File: config.mk
export PLATFORM = sky130hd
export DESIGN_NAME = iomem_arbiter_flat
export DESIGN_NICKNAME = d
export VERILOG_FILES = /design/src/rtl/iomem_pkg.sv /design/src/rtl/iomem_arbiter_if.sv /design/src/rtl/iomem_watchdog.sv /design/src/rtl/iomem_arbiter.sv /design/src/flat_wrapper.sv
export SDC_FILE = /design/constraint.sdc
export NUM_CORES = 1
export LEC_CHECK = 0
export ABC_CLOCK_PERIOD_IN_PS = 1600
export CAP_MARGIN = 20
export CORE_AREA = 2 2 119 121
export DETAILED_ROUTE_END_ITERATION = 12
export DIE_AREA = 0 0 121 123
export PLACE_DENSITY = 0.51
export SETUP_SLACK_MARGIN = 0.5
export SLEW_MARGIN = 25
export SYNTH_ARGS = -nofsm -noshare
export SYNTH_HDL_FRONTEND = slang
export SYNTH_SLANG_ARGS = --single-unit
File: constraint.sdc
create_clock -name ck -period 1.6 [get_ports ck]
set_input_delay 0.16 -clock ck [delete_from_list [all_inputs] [get_ports ck]]
set_output_delay 0.16 -clock ck [all_outputs]
set_load 0.01 [all_outputs]
File: src/rtl/iomem_pkg.sv
// Shared widths, FSM encoding and request bundle for the iomem arbiter.
package iomem_pkg;
  localparam int IOMEM_AW = 32;
  localparam int IOMEM_DW = 32;
  localparam int IOMEM_SW = 4;

  localparam logic [IOMEM_DW-1:0] ERR_DATA_DEF = 32'hDEADBEEF;

  localparam logic [1:0] ST_IDLE = 2'd0;
  localparam logic [1:0] ST_BUSY = 2'd1;
  localparam logic [1:0] ST_GAP  = 2'd2;

  typedef struct packed {
    logic [IOMEM_SW-1:0] wstrb;
    logic [IOMEM_AW-1:0] addr;
    logic [IOMEM_DW-1:0] wdata;
  } iomem_req_t;
endpackage

File: src/rtl/iomem_arbiter_if.sv
// One picorv32-style iomem channel; master drives the request, slave answers ready/rdata.
interface iomem_arbiter_if;
  import iomem_pkg::*;
  logic                valid;
  logic                ready;
  logic [IOMEM_SW-1:0] wstrb;
  logic [IOMEM_AW-1:0] addr;
  logic [IOMEM_DW-1:0] wdata;
  logic [IOMEM_DW-1:0] rdata;

  modport master (output valid, wstrb, addr, wdata, input ready, rdata);
  modport slave  (input valid, wstrb, addr, wdata, output ready, rdata);
endinterface

File: src/rtl/iomem_watchdog.sv
// Counts BUSY cycles of the current grant and flags the cycle it reaches TIMEOUT-1.
module iomem_watchdog #(
  parameter int TIMEOUT = 256
) (
  input  logic ck,
  input  logic resetn,
  input  logic busy,
  output logic expire
);
  localparam int CW = (TIMEOUT > 2) ? $clog2(TIMEOUT) : 1;

  logic [CW-1:0] cnt;

  // Cleared whenever not busy, so each grant starts from 0.
  always_ff @(posedge ck) begin
    if (!resetn || !busy) cnt <= '0;
    else                  cnt <= cnt + CW'(1);
  end

  assign expire = busy && (cnt == CW'(TIMEOUT - 1));
endmodule

File: src/rtl/iomem_arbiter.sv
// Round-robin arbiter sharing one iomem slave between CPU (m0) and DSP/DMA (m1).
// Optional grant watchdog enabled by defining IOMEM_ARB_TIMEOUT_EN.
module iomem_arbiter
  import iomem_pkg::*;
#(
  parameter int                  TIMEOUT  = 256,
  parameter logic [IOMEM_DW-1:0] ERR_DATA = ERR_DATA_DEF
) (
  input  logic             ck,
  input  logic             resetn,
  iomem_arbiter_if.slave   m0,
  iomem_arbiter_if.slave   m1,
  iomem_arbiter_if.master  s,
  output logic             timeout
);
  logic [1:0] state;
  logic       owner, last, s_vld;
  logic [1:0] mv;
  logic       pick, own_vld, busy, expire, done;
  logic [IOMEM_DW-1:0] rsp;
  iomem_req_t req [2];

  assign mv      = {m1.valid, m0.valid};
  assign pick    = (&mv) ? ~last : mv[1];
  assign own_vld = mv[owner];
  assign busy    = (state == ST_BUSY);

  assign req[0] = '{wstrb: m0.wstrb, addr: m0.addr, wdata: m0.wdata};
  assign req[1] = '{wstrb: m1.wstrb, addr: m1.addr, wdata: m1.wdata};

  assign s.valid = s_vld;
  assign s.wstrb = req[owner].wstrb;
  assign s.addr  = req[owner].addr;
  assign s.wdata = req[owner].wdata;

`ifdef IOMEM_ARB_TIMEOUT_EN
  iomem_watchdog #(.TIMEOUT(TIMEOUT)) u_wdog (
    .ck     (ck),
    .resetn (resetn),
    .busy   (busy),
    .expire (expire)
  );

  always_ff @(posedge ck) begin
    if (!resetn)                               timeout <= 1'b0;
    else if (busy && own_vld && expire && !s.ready) timeout <= 1'b1;
  end
`else
  logic unused_timeout_cfg;
  assign unused_timeout_cfg = TIMEOUT[0];
  assign expire  = 1'b0;
  assign timeout = 1'b0;
`endif

  // Completion is gated by resetn so an aborted transaction never pulses ready.
  assign done = resetn && busy && own_vld && (s.ready || expire);
  assign rsp  = s.ready ? s.rdata : ERR_DATA;

  assign m0.ready = done && !owner;
  assign m1.ready = done &&  owner;
  assign m0.rdata = m0.ready ? rsp : '0;
  assign m1.rdata = m1.ready ? rsp : '0;

  always_ff @(posedge ck) begin
    if (!resetn) begin
      state <= ST_IDLE;
      owner <= 1'b0;
      last  <= 1'b1;
      s_vld <= 1'b0;
    end else begin
      case (state)
        ST_IDLE: if (|mv) begin
          owner <= pick;
          last  <= pick;
          s_vld <= 1'b1;
          state <= ST_BUSY;
        end
        ST_BUSY: if (!own_vld || s.ready || expire) begin
          s_vld <= 1'b0;
          state <= ST_GAP;
        end
        ST_GAP:  state <= ST_IDLE;
        default: state <= ST_IDLE;
      endcase
    end
  end
endmodule

File: src/flat_wrapper.sv
// flat-port wrapper written by rule: the top's interface ports become plain ports
module iomem_arbiter_flat import iomem_pkg::*;
#(
  parameter int                  TIMEOUT  = 256,
  parameter logic [IOMEM_DW-1:0] ERR_DATA = ERR_DATA_DEF
)
  (ck, resetn, timeout, m0_valid, m0_wstrb, m0_addr, m0_wdata, m0_ready, m0_rdata, m1_valid, m1_wstrb, m1_addr, m1_wdata, m1_ready, m1_rdata, s_valid, s_wstrb, s_addr, s_wdata, s_ready, s_rdata);
  iomem_arbiter_if m0_i ();
  iomem_arbiter_if m1_i ();
  iomem_arbiter_if s_i ();
  input  logic ck;
  input  logic resetn;
  output logic timeout;
  input wire logic [$bits(m0_i.valid)-1:0] m0_valid;
  input wire logic [$bits(m0_i.wstrb)-1:0] m0_wstrb;
  input wire logic [$bits(m0_i.addr)-1:0] m0_addr;
  input wire logic [$bits(m0_i.wdata)-1:0] m0_wdata;
  output wire logic [$bits(m0_i.ready)-1:0] m0_ready;
  output wire logic [$bits(m0_i.rdata)-1:0] m0_rdata;
  input wire logic [$bits(m1_i.valid)-1:0] m1_valid;
  input wire logic [$bits(m1_i.wstrb)-1:0] m1_wstrb;
  input wire logic [$bits(m1_i.addr)-1:0] m1_addr;
  input wire logic [$bits(m1_i.wdata)-1:0] m1_wdata;
  output wire logic [$bits(m1_i.ready)-1:0] m1_ready;
  output wire logic [$bits(m1_i.rdata)-1:0] m1_rdata;
  output wire logic [$bits(s_i.valid)-1:0] s_valid;
  output wire logic [$bits(s_i.wstrb)-1:0] s_wstrb;
  output wire logic [$bits(s_i.addr)-1:0] s_addr;
  output wire logic [$bits(s_i.wdata)-1:0] s_wdata;
  input wire logic [$bits(s_i.ready)-1:0] s_ready;
  input wire logic [$bits(s_i.rdata)-1:0] s_rdata;
  assign m0_i.valid = m0_valid;
  assign m0_i.wstrb = m0_wstrb;
  assign m0_i.addr = m0_addr;
  assign m0_i.wdata = m0_wdata;
  assign m0_ready = m0_i.ready;
  assign m0_rdata = m0_i.rdata;
  assign m1_i.valid = m1_valid;
  assign m1_i.wstrb = m1_wstrb;
  assign m1_i.addr = m1_addr;
  assign m1_i.wdata = m1_wdata;
  assign m1_ready = m1_i.ready;
  assign m1_rdata = m1_i.rdata;
  assign s_valid = s_i.valid;
  assign s_wstrb = s_i.wstrb;
  assign s_addr = s_i.addr;
  assign s_wdata = s_i.wdata;
  assign s_i.ready = s_ready;
  assign s_i.rdata = s_rdata;
  iomem_arbiter #(.TIMEOUT(TIMEOUT), .ERR_DATA(ERR_DATA)) u_core (.ck(ck), .resetn(resetn), .m0(m0_i), .m1(m1_i), .s(s_i), .timeout(timeout));
endmodule
==> metrics.yaml <==
power_and_ir_drop:
  p_total_w: 0.00233
  peakVddDrop_uv: 194
  powerDensity_mw_per_mm2: 366
  p_leak_nw: 2.88
logic_synthesis:
  syn_area_sq_mm: 0.00157
  yosys_warnings: 0
  synth_cells: 177
  syn_avg_cell_area_sq_um: 8.89
  ys_ff_latch: 5
  synth_cell_types: 24
  syn_nets: 350
  yosysSeqAreaShare_pct: 6.36
die:
  coreArea_sq_mm: 0.0136
  initial_utilization_pct: 11.6
  die_w_um: 121
  fp.dieH_um: 123
  rows: 43
  dieArea_sq_mm: 0.0149
  ios: 309
worst_setup_path:
  cp-start-kind: "flip-flop"
  crit_type: "flip-flop to output pin"
  cp.required_ns: 1.44
  r2r_end: "u_core.owner$_SDFFE_PN0P_"
  crit_arrival_ns: 1.54
  end_kind: "output pin"
  max_stage_delay_ns: 0.38
  r2r_start: "u_core.state[1]$_SDFFE_PN0P_"
  ff2ff_path_depth: 6
  critPathMaxFanout: 7
  slowest_stage: "dfxtp_4"
  r2r_slack_ns: 0.22
  path_cells: "buf_6, buf_12, buf_16, buf_12, mux2_4, buf_6"
clock_network:
  htree_levels: 1
  cts_root_buffer: "clkbuf_16"
  clkSinkCount: 5
  clk_latency_ns: 0.23
  numCtsBuffers: 3
  hold_buffers: 0
  clkTransAtPathRegs_ns: 0.03
  cts_tree: "done"
  clockBufferDepth: 2
sta:
  fmax_mhz: 587
  finalSetupViolations: 40
  min_period_over_period_pct: 106
  skew_ns: 0.00152
  worst_slack_ns: -0.103
  hold_viol_final: 0
  setup_tns_ns: -1.80
  finalCriticalPeriod_ns: 1.70
  rsz0062_at_grt: "true"
  maxSlewViolCount: 0
drt:
  dr_total_vias: 2814
  wl_met1_mm: 3.81
  wl_met2_mm: 6.78
  drc: 0
  dr.pass1.iters: 4
  wl_met3_mm: 1.00
  totalWireLength_mm: 11.7
  viasPerCell: 3.88
  drtIter0Drc: 17
  wl_per_cell_um: 16.1
  dr.max_layer_used: "met4"
  antenna_left: 0
global_routing:
  grt_pass1_vias: 2844
  grt_pass1_wl_mm: 16.1
  gr-usage-all-layers_pct: 14.0
  overflow: 0
  grt_max_degree: 15
  antenna_found_initial: 0
flow_run:
  drv_cap: 0
layout:
  fin_cells: 725
  drive_gt1_share_pct: 64.6
  nFillCells: 1282
  layout.area.seq_sq_um: 109
  antennaDiodeCount: 0
  layout.nets: 719
  syn2layout_area_growth_pct: 304
  multi_input_area_sq_mm: 0.00172
place:
  placed_cells: 667
  port_buffers: 307
  dp_hpwl_mm: 8.77
  routabilityCongestion: 0.793
hold_path:
  hp-class: "input port to flip-flop"
  hold_depth: 4
  hold_end: "u_core.last$_SDFFE_PN1P_"
  min_from: "m1_valid"
run_status:
  violations: "negative setup slack"
  status: "complete, but fails checks"
-- state kept, by name (all words and copies together) (netlist names) --
signal,count
u_core.state,2
u_core.last,1
u_core.owner,1
u_core.s.valid,1
-- placed cells by master (no fill, tap or decap) --
master,Yosys,layout
dlymetal6s2s_1,0,1
buf_8,0,2
a32oi_2,0,1
buf_6,7,156
or3b_4,0,1
a2111oi_2,1,1
o211ai_1,1,1
buf_4,2,12
buf_12,0,13
a21o_1,1,1
inv_1,3,2
and2_4,0,61
clkbuf_16,0,5
buf_16,0,8
nand2b_4,1,1
inv_4,0,1
nor2_4,2,2
nand2_2,0,2
clkbuf_1,0,1
mux2_2,59,13
conb_1,1,1
dfxtp_4,0,2
or2_2,1,1
clkdlybuf4s50_1,0,168
and4_4,0,1
a311oi_1,1,1
and2_1,64,3
dfxtp_1,5,2
mux2_4,0,55
nand2_1,4,2
nor2_1,3,3
o21ai_0,1,1
dfxtp_2,0,1
nand4b_4,1,1
buf_2,6,7
a21oi_2,0,1
dlygate4sd2_1,0,6
clkbuf_2,0,4
-- layout make-up --
cell class / count / share of cell area (%)
flip-flops and latches: 5 / 1.71
repair buffers: 379 / 66.2
multi-input cells: 154 / 27.0
clock buffers: 4 / 1.24
well taps: 180 / 3.54
inverters: 3 / 0.217
-- worst max path at each step --
stage | slack [ns] | endpoint | startpoint | depth (start not counted)
6_report | -0.10 | s_wdata[30] | u_core.owner$_SDFFE_PN0P_ | 6
5_1_grt | -0.14 | s_wdata[30] | u_core.owner$_SDFFE_PN0P_ | 6
4_1_cts | -0.12 | s_addr[31] | u_core.owner$_SDFFE_PN0P_ | 4
3_5_place_dp | -0.42 | m0_rdata[29] | s_ready | 6
3_3_place_gp | -0.42 | m1_rdata[30] | resetn | 6
2_1_floorplan | 0.43 | s_addr[17] | u_core.owner$_SDFFE_PN0P_ | 4
-- synth_stat cells --
master	instances	share of area (%)
a2111oi_2	1	0.95
a21o_1	1	0.48
a21oi_1	1	0.32
a311oi_1	1	0.56
a32oi_1	1	0.56
and2_1	64	25
and4_2	1	0.64
buf_2	6	1.9
buf_4	2	0.95
buf_6	7	5.0
conb_1	1	0.24
dfxtp_1	5	6.4
inv_1	3	0.72
mux2_1	9	6.4
mux2_2	59	42
nand2_1	4	0.95
nand2b_4	1	0.87
nand4b_4	1	1.5
nor2_1	3	0.72
nor2_4	2	1.4
o211ai_1	1	0.48
o21ai_0	1	0.32
or2_2	1	0.40
or3b_1	1	0.56
-- layer usage --
layer | up-vias | track usage (%)
li1 | 1349 | -
met1 | 1285 | 14.3
met2 | 172 | 29.1
met3 | 8 | 2.81
met4 | 0 | 2.33
met5 | - | 0
-- report_power, final --
part	internal, W	switching, W	total [W]
Sequential	0.000140	0.0000181	0.000158
Clock	0.000331	0.0000904	0.000421
Combinational	0.00121	0.000539	0.00175
Total	0.00168	0.000648	0.00233
-- critical path: cells and delay by family (launching register included) --
| kind | cells | cell delay [ns] |
|---|---|---|
| buffers and inverters | 5 | 0.62 |
| multiplexers | 1 | 0.31 |
| flip-flops | 1 | 0.38 |
-- repair_timing --
action / CTS / global route
resized for setup: 630 / 155
gates cloned: 8 / 2
endpoints found under the setup margin: 140 / 139
pin swaps: 15 / 11
setup buffers: 27 / 17
-- per-stage QoR --
step	area, sq um	utilization (%)	setup slack, ns	hold WS, ns
6_report	6350	46.7	-0.103	0.406
2_1_floorplan	1760	-	0.434	0.249
3_3_place_gp	5140	37.8	-0.423	0.484
3_5_place_dp	5140	37.8	-0.417	0.499
4_1_cts	5780	42.4	-0.118	0.483
5_1_grt	6350	46.7	-0.136	0.433
-- logic make-up after synthesis --
logic type | count (synthesis) | synth area share, %
muxes | 68 | 48.6
other | 1 | 0.238
DFF | 5 | 6.36
AOI/OAI and AO/OA | 7 | 3.66
and+or+nand+nor | 78 | 32.5
buffers and inverters | 18 | 8.59
(Power assumes the default switching activity.)
